===== src/rtl/cmp_bmp_loader_if.sv =====
// Bitmap-loader bundle: control, memory read port, cmpacc bitmap/result port.
// master = loader side, slave = processor/memory/cmpacc side.
interface cmp_bmp_loader_if #(
  parameter int unsigned WORD_W = 32,
  parameter int unsigned BMP_W  = 1536,
  parameter int unsigned ADDR_W = 16
);
  logic              start;
  logic [ADDR_W-1:0] base_addr;
  logic              busy;
  logic              mem_rd;
  logic [ADDR_W-1:0] mem_addr;
  logic [WORD_W-1:0] mem_rdata;
  logic              mem_rvalid;
  logic [BMP_W-1:0]  bmp_out;
  logic              bmp_wren;
  logic              acc_done;
  logic [15:0]       acc_result;
  logic [15:0]       result;
  logic              result_valid;
  logic              err;

  modport master (
    input  start, base_addr, mem_rdata, mem_rvalid, acc_done, acc_result,
    output busy, mem_rd, mem_addr, bmp_out, bmp_wren, result, result_valid, err
  );

  modport slave (
    output start, base_addr, mem_rdata, mem_rvalid, acc_done, acc_result,
    input  busy, mem_rd, mem_addr, bmp_out, bmp_wren, result, result_valid, err
  );
endinterface


===== src/rtl/cmp_bmp_loader.sv =====
// Fetches a BMP_W bitmap word by word, hands it to cmpacc and returns its result.
// Optional RUN watchdog enabled by defining CMP_BMP_LOADER_TIMEOUT_EN.
module cmp_bmp_loader #(
  parameter int unsigned WORD_W      = 32,
  parameter int unsigned BMP_W       = 1536,
  parameter int unsigned ADDR_W      = 16,
  parameter int unsigned TIMEOUT_CYC = 4096
) (
  input logic               clk,
  input logic               rst_n,
  cmp_bmp_loader_if.master  bus
);

  localparam int unsigned NWORDS = BMP_W / WORD_W;
  localparam int unsigned CNT_W  = (NWORDS > 1) ? $clog2(NWORDS) : 1;

  if ((BMP_W % WORD_W) != 0 || TIMEOUT_CYC == 0) begin : g_bad_cfg
    $error("cmp_bmp_loader: WORD_W must divide BMP_W and TIMEOUT_CYC must be nonzero");
  end

  typedef enum logic [2:0] {
    S_IDLE,
    S_FETCH,
    S_WAIT,
    S_LOAD,
    S_RUN,
    S_DONE
  } state_t;

  state_t            r_state;
  logic [CNT_W-1:0]  r_cnt;
  logic [ADDR_W-1:0] r_base;
  logic              r_busy;
  logic              r_mem_rd;
  logic [ADDR_W-1:0] r_mem_addr;
  logic [BMP_W-1:0]  r_bmp;
  logic              r_wren;
  logic [15:0]       r_result;
  logic              r_rv;

  logic              w_last;
  logic [ADDR_W-1:0] w_next_addr;

`ifdef CMP_BMP_LOADER_TIMEOUT_EN
  localparam int unsigned TMO_W = $clog2(TIMEOUT_CYC + 1);
  logic [TMO_W-1:0] r_tmo;
  logic             r_err;
`endif

  assign w_last      = (r_cnt == CNT_W'(NWORDS - 1));
  // Address arithmetic wraps modulo 2^ADDR_W on purpose.
  assign w_next_addr = r_base + ADDR_W'(r_cnt) + ADDR_W'(1);

  // Sequencer: one read outstanding, then one wren pulse, then wait for cmpacc.
  always_ff @(posedge clk or negedge rst_n) begin
    if (!rst_n) begin
      r_state    <= S_IDLE;
      r_cnt      <= '0;
      r_base     <= '0;
      r_busy     <= 1'b0;
      r_mem_rd   <= 1'b0;
      r_mem_addr <= '0;
      r_bmp      <= '0;
      r_wren     <= 1'b0;
      r_result   <= '0;
      r_rv       <= 1'b0;
`ifdef CMP_BMP_LOADER_TIMEOUT_EN
      r_tmo      <= '0;
      r_err      <= 1'b0;
`endif
    end else begin
      r_mem_rd <= 1'b0;
      r_wren   <= 1'b0;
      r_rv     <= 1'b0;
      unique case (r_state)
        S_IDLE: begin
          if (bus.start) begin
            r_base     <= bus.base_addr;
            r_cnt      <= '0;
            r_mem_rd   <= 1'b1;
            r_mem_addr <= bus.base_addr;
            r_busy     <= 1'b1;
            r_state    <= S_FETCH;
`ifdef CMP_BMP_LOADER_TIMEOUT_EN
            r_err      <= 1'b0;
`endif
          end
        end
        S_FETCH: begin
          r_state <= S_WAIT;
        end
        S_WAIT: begin
          if (bus.mem_rvalid) begin
            r_bmp[WORD_W*32'(r_cnt) +: WORD_W] <= bus.mem_rdata;
            if (w_last) begin
              r_wren  <= 1'b1;
              r_state <= S_LOAD;
            end else begin
              r_cnt      <= r_cnt + CNT_W'(1);
              r_mem_rd   <= 1'b1;
              r_mem_addr <= w_next_addr;
              r_state    <= S_FETCH;
            end
          end
        end
        S_LOAD: begin
          r_state <= S_RUN;
`ifdef CMP_BMP_LOADER_TIMEOUT_EN
          r_tmo   <= '0;
`endif
        end
        S_RUN: begin
          // acc_done takes priority over an expiring watchdog.
          if (bus.acc_done) begin
            r_result <= bus.acc_result;
            r_rv     <= 1'b1;
            r_state  <= S_DONE;
          end
`ifdef CMP_BMP_LOADER_TIMEOUT_EN
          else if (r_tmo == TMO_W'(TIMEOUT_CYC - 1)) begin
            r_result <= 16'hFFFF;
            r_err    <= 1'b1;
            r_rv     <= 1'b1;
            r_state  <= S_DONE;
          end else begin
            r_tmo <= r_tmo + TMO_W'(1);
          end
`endif
        end
        S_DONE: begin
          r_busy  <= 1'b0;
          r_state <= S_IDLE;
        end
        default: begin
          r_busy  <= 1'b0;
          r_state <= S_IDLE;
        end
      endcase
    end
  end

  assign bus.busy         = r_busy;
  assign bus.mem_rd       = r_mem_rd;
  assign bus.mem_addr     = r_mem_addr;
  assign bus.bmp_out      = r_bmp;
  assign bus.bmp_wren     = r_wren;
  assign bus.result       = r_result;
  assign bus.result_valid = r_rv;
`ifdef CMP_BMP_LOADER_TIMEOUT_EN
  assign bus.err          = r_err;
`else
  assign bus.err          = 1'b0;
`endif

endmodule


===== src/flat_wrapper.sv =====
// flat-port wrapper written by rule: the top's interface ports become plain ports
module cmp_bmp_loader_flat 
#(
  parameter int unsigned WORD_W      = 32,
  parameter int unsigned BMP_W       = 1536,
  parameter int unsigned ADDR_W      = 16,
  parameter int unsigned TIMEOUT_CYC = 4096
)
  (clk, rst_n, bus_start, bus_base_addr, bus_mem_rdata, bus_mem_rvalid, bus_acc_done, bus_acc_result, bus_busy, bus_mem_rd, bus_mem_addr, bus_bmp_out, bus_bmp_wren, bus_result, bus_result_valid, bus_err);
  cmp_bmp_loader_if #(.WORD_W(WORD_W), .BMP_W(BMP_W), .ADDR_W(ADDR_W)) bus_i ();
  input logic clk;
  input logic rst_n;
  input wire logic [$bits(bus_i.start)-1:0] bus_start;
  input wire logic [$bits(bus_i.base_addr)-1:0] bus_base_addr;
  input wire logic [$bits(bus_i.mem_rdata)-1:0] bus_mem_rdata;
  input wire logic [$bits(bus_i.mem_rvalid)-1:0] bus_mem_rvalid;
  input wire logic [$bits(bus_i.acc_done)-1:0] bus_acc_done;
  input wire logic [$bits(bus_i.acc_result)-1:0] bus_acc_result;
  output wire logic [$bits(bus_i.busy)-1:0] bus_busy;
  output wire logic [$bits(bus_i.mem_rd)-1:0] bus_mem_rd;
  output wire logic [$bits(bus_i.mem_addr)-1:0] bus_mem_addr;
  output wire logic [$bits(bus_i.bmp_out)-1:0] bus_bmp_out;
  output wire logic [$bits(bus_i.bmp_wren)-1:0] bus_bmp_wren;
  output wire logic [$bits(bus_i.result)-1:0] bus_result;
  output wire logic [$bits(bus_i.result_valid)-1:0] bus_result_valid;
  output wire logic [$bits(bus_i.err)-1:0] bus_err;
  assign bus_i.start = bus_start;
  assign bus_i.base_addr = bus_base_addr;
  assign bus_i.mem_rdata = bus_mem_rdata;
  assign bus_i.mem_rvalid = bus_mem_rvalid;
  assign bus_i.acc_done = bus_acc_done;
  assign bus_i.acc_result = bus_acc_result;
  assign bus_busy = bus_i.busy;
  assign bus_mem_rd = bus_i.mem_rd;
  assign bus_mem_addr = bus_i.mem_addr;
  assign bus_bmp_out = bus_i.bmp_out;
  assign bus_bmp_wren = bus_i.bmp_wren;
  assign bus_result = bus_i.result;
  assign bus_result_valid = bus_i.result_valid;
  assign bus_err = bus_i.err;
  cmp_bmp_loader #(.WORD_W(WORD_W), .BMP_W(BMP_W), .ADDR_W(ADDR_W), .TIMEOUT_CYC(TIMEOUT_CYC)) u_core (.clk(clk), .rst_n(rst_n), .bus(bus_i));
endmodule

===== config.mk =====
export PLATFORM = sky130hd
export DESIGN_NAME = cmp_bmp_loader_flat
export DESIGN_NICKNAME = d
export VERILOG_FILES = /design/src/rtl/cmp_bmp_loader_if.sv /design/src/rtl/cmp_bmp_loader.sv /design/src/flat_wrapper.sv
export SDC_FILE = /design/constraint.sdc
export NUM_CORES = 2
export LEC_CHECK = 0
export ABC_AREA = 1
export BUFFER_PORTS_ARGS = -buffer_cell sky130_fd_sc_hd__buf_2
export CAP_MARGIN = 10
export CORE_AREA = 3 3 636 638
export CTS_CLUSTER_DIAMETER = 200
export DETAILED_ROUTE_END_ITERATION = 10
export DIE_AREA = 0 0 639 641
export MAX_ROUTING_LAYER = met4
export PLACE_DENSITY = 0.4
export SYNTH_ARGS = -nofsm -noshare
export SYNTH_HDL_FRONTEND = slang
export SYNTH_SLANG_ARGS = --single-unit

===== constraint.sdc =====
create_clock -name clk -period 2.9 [get_ports clk]
set_input_delay 0.29 -clock clk [delete_from_list [all_inputs] [get_ports clk]]
set_output_delay 0.29 -clock clk [all_outputs]
set_load 0.05 [all_outputs]

==> reports/qor.txt <==
outcome: completed
fin crit share: 98.52%
routed wire length: 505700 µm
Post-synth EDFFs: 0
Vias: 72.76k
Core Rows: 232
I/O Pins: 1642
GRT Overall Usage: 24.46%
PwrDens: 878.1 nW/µm²
first-pass GRT wire length: 665100 µm
Worst Path Required: 3730 ps
fin nets: 11.18k
syn nets: 9279
Mapped Cells: 9200
# fillers: 44.69k
Final Util: 24.69%
Routed WL per cell: 30.57 µm
Final WS setup: 42.93 ps
Leak: 54.31 nW
number of global-route vias before repair: 70.57k
critical path arrival: 3680 ps
Fin. Hold Viols: 0
register bit total from synthesis: 1597
antenna violations before repair: 58
Max clock buf depth: 4
worst-skew pair later-pin latency: 950 ps
Area Overhead vs Synth: 37.84%
synthesized area: 71490 µm²
layout cells sized above 1: 24.15%
Worst setup SP type: register
CTS root buffer: clkbuf_16
CTS tree: built
number of remaining DRC errors: 0
Synth async-reset ratio: 100.0%
Die W: 639 µm
Distinct cells, synth: 36
Core ar.: 399100 µm²
Slew @ Worst Pin: 1050 ps
Slew Viols, Final: 0
number of routed nets with antenna violations: 0
min Tclk post-route: 2857 ps
largest net degree at the start of global routing: 147
H-tree levels: 4
Yosys warning count: 0
Post-synth top flop: dfrtp_1
post-placement setup slack: -265.2 ps
die area: 409600 µm²
peak fanout along the critical path: 31
type of the worst setup path: reg -> reg
VDD IR max: 0.9232 mV
Clock transition at path regs: 60 ps
Setup Skew: 61.79 ps
Final Setup Violations: 0
Reg area: 39970 µm²
sequential area share after synthesis: 55.90%
Max Cap Viol: 0
worst hold path type: in -> reg
Initial Utilization: 17.91%
gr ovfl total: 0
Clock Sinks: 1597
Avg Cell Area, Syn: 7.771 µm²
GPL Wtd Cong: 0.8908
multi-input logic area: 27720 µm²
R2R Setup Slk: 40 ps
max_slew headroom: 29.72%
RSZ-0062 raised after global routing: true
HPWL Detailed: 386600 µm
vias per inst: 4.398
IO Port Bufs: 1640
DRT iter0 DRCs: 6763
Die H: 641 µm
Peak Freq: 350.0 MHz
number of iterations in the first detailed-routing pass: 9
CTS Buf Count: 207
critical path endpoint category: register
-- layer usage --
metal	GRT usage (%)	part of all wire, %	up-vias
li1	-	-	32860
met1	29.52	41	36530
met2	39.23	47	2758
met3	4.592	6.5	610
met4	11.81	5.7	0
met5	-	0	-
-- power by group --
part | switching (mW) | internal, mW | total [mW]
clock network | 11.4 | 15.8 | 27.3
registers | 0.387 | 22.8 | 23.2
logic | 28.1 | 7.94 | 36.1
-- worst paths after layout --
path,cells past startpoint,startpoint,to
min,4,bus_mem_rdata[13],u_core.bus.bmp_out[13]
min in group asynchronous,3,rst_n,u_core.bus.bmp_out[127]
min reg2reg,2,u_core.bus.bmp_out[1066],u_core.bus.bmp_out[1066]
max reg2reg,12,u_core.r_cnt[0],u_core.bus.bmp_out[726]
max,12,u_core.r_cnt[0],u_core.bus.bmp_out[726]
max in group asynchronous,3,rst_n,u_core.bus.bmp_out[930]
-- state kept, by name, indices dropped and copies added, names as in the netlist --
name and count:
u_core.bus.result_valid 1, u_core.bus.mem_addr 16, u_core.bus.busy 1, u_core.r_state 3, u_core.bus.result 16, u_core.bus.mem_rd 1
u_core.r_cnt 6, u_core.bus.bmp_wren 1, u_core.bus.bmp_out 1536, u_core.r_base 16
-- worst max-delay path, cell delays in order (launching register included) --
cell and delay [ps]:
dfrtp_4 490, inv_4 100, ha_4 170, nand2_1 90, nand2_4 150, inv_6 30, buf_4 160, buf_12 180
nor2_1 820, nand2_1 260, nor2_1 160, nand3_1 90, nand2_1 70
-- metrics by stage --
step / hold WS, ps / power (mW) / setup TNS, ps / cell area (µm²) / std cells
finish: 98.04 / 86.54 / 0 / 98540 / 16550
CTS: 5.751 / 87.49 / -4.173 / 98400 / 16520
global route: 46.45 / 89.48 / -38.17 / 98520 / 16540
floorplan: -5.591 / 37.86 / 0 / 71490 / 9200
global placement: 208.4 / 59.68 / -17610 / 90480 / 16060
detailed placement: 201.2 / 59.56 / -6062 / 90510 / 16060
-- final cells by class --
type	instances	area share, %
multi-input cells	6575	28.13
repair buffers	2355	16.09
flip-flops and latches	1597	40.56
diodes	24	0.06095
inverters	360	1.402
well taps	5265	6.685
clock buffers	284	5.980
clock inverters	85	1.098
-- synthesized netlist by cell type, types with 15 or more instances --
master,count,share of area (%)
nor4_1,22,0.19
nor2_1,889,4.7
nand3_1,1064,7.4
o21ai_1,218,1.5
a21oi_1,19,0.13
buf_1,58,0.30
clkbuf_1,344,1.8
inv_2,15,0.079
buf_2,260,1.8
nand2_1,3889,20
and3_1,33,0.29
nand4_1,84,0.74
inv_1,341,1.8
o21ai_0,96,0.67
nor3_1,200,1.4
dfrtp_1,1597,56
-- cell usage in the layout, fill, tap and decap left out, drive strengths merged --
master,netlist,layout
a211oi,1,1
o221ai,1,1
dlygate4sd3,0,84
o31ai,2,2
buf,326,2271
ha,9,9
nor4,22,22
o21ai,314,314
nand3,1067,1067
clkinv,4,51
diode,0,24
nand2,3898,3898
fa,1,1
nand4,84,84
o22ai,4,4
inv,356,367
nor2,904,906
a2bb2oi,1,1
nand3b,1,1
conb,1,1
xor2,4,4
o211ai,2,2
bufinv,0,18
clkbuf,344,284
dfrtp,1597,1597
clkinvlp,0,9
nor3,201,201
a21oi,19,19
o21bai,1,1
and3,33,33
xnor2,3,3
-- logic make-up (layout without fill, tap and decap cells) --
kind of cell | count (synthesis) | in the layout | synth area share, %
simple gates | 6210 | 6212 | 35.46
other cells | 1 | 25 | 0.005246
flops | 1597 | 1597 | 55.90
compound gates | 345 | 345 | 2.454
buf+inv | 1030 | 3084 | 5.905
xor+xnor | 7 | 7 | 0.08576
fa+ha+maj | 10 | 10 | 0.1855
-- repair_timing --
item	CTS	global route
endpoints found under the setup margin	197	172
setup buffers	4	3
pin swaps	1	3
hold buffers	84	0
endpoints found under the hold margin	1417	0
gates resized for setup	11	12
gates cloned	0	2
Note: power is estimated with default switching activity, not from simulation.
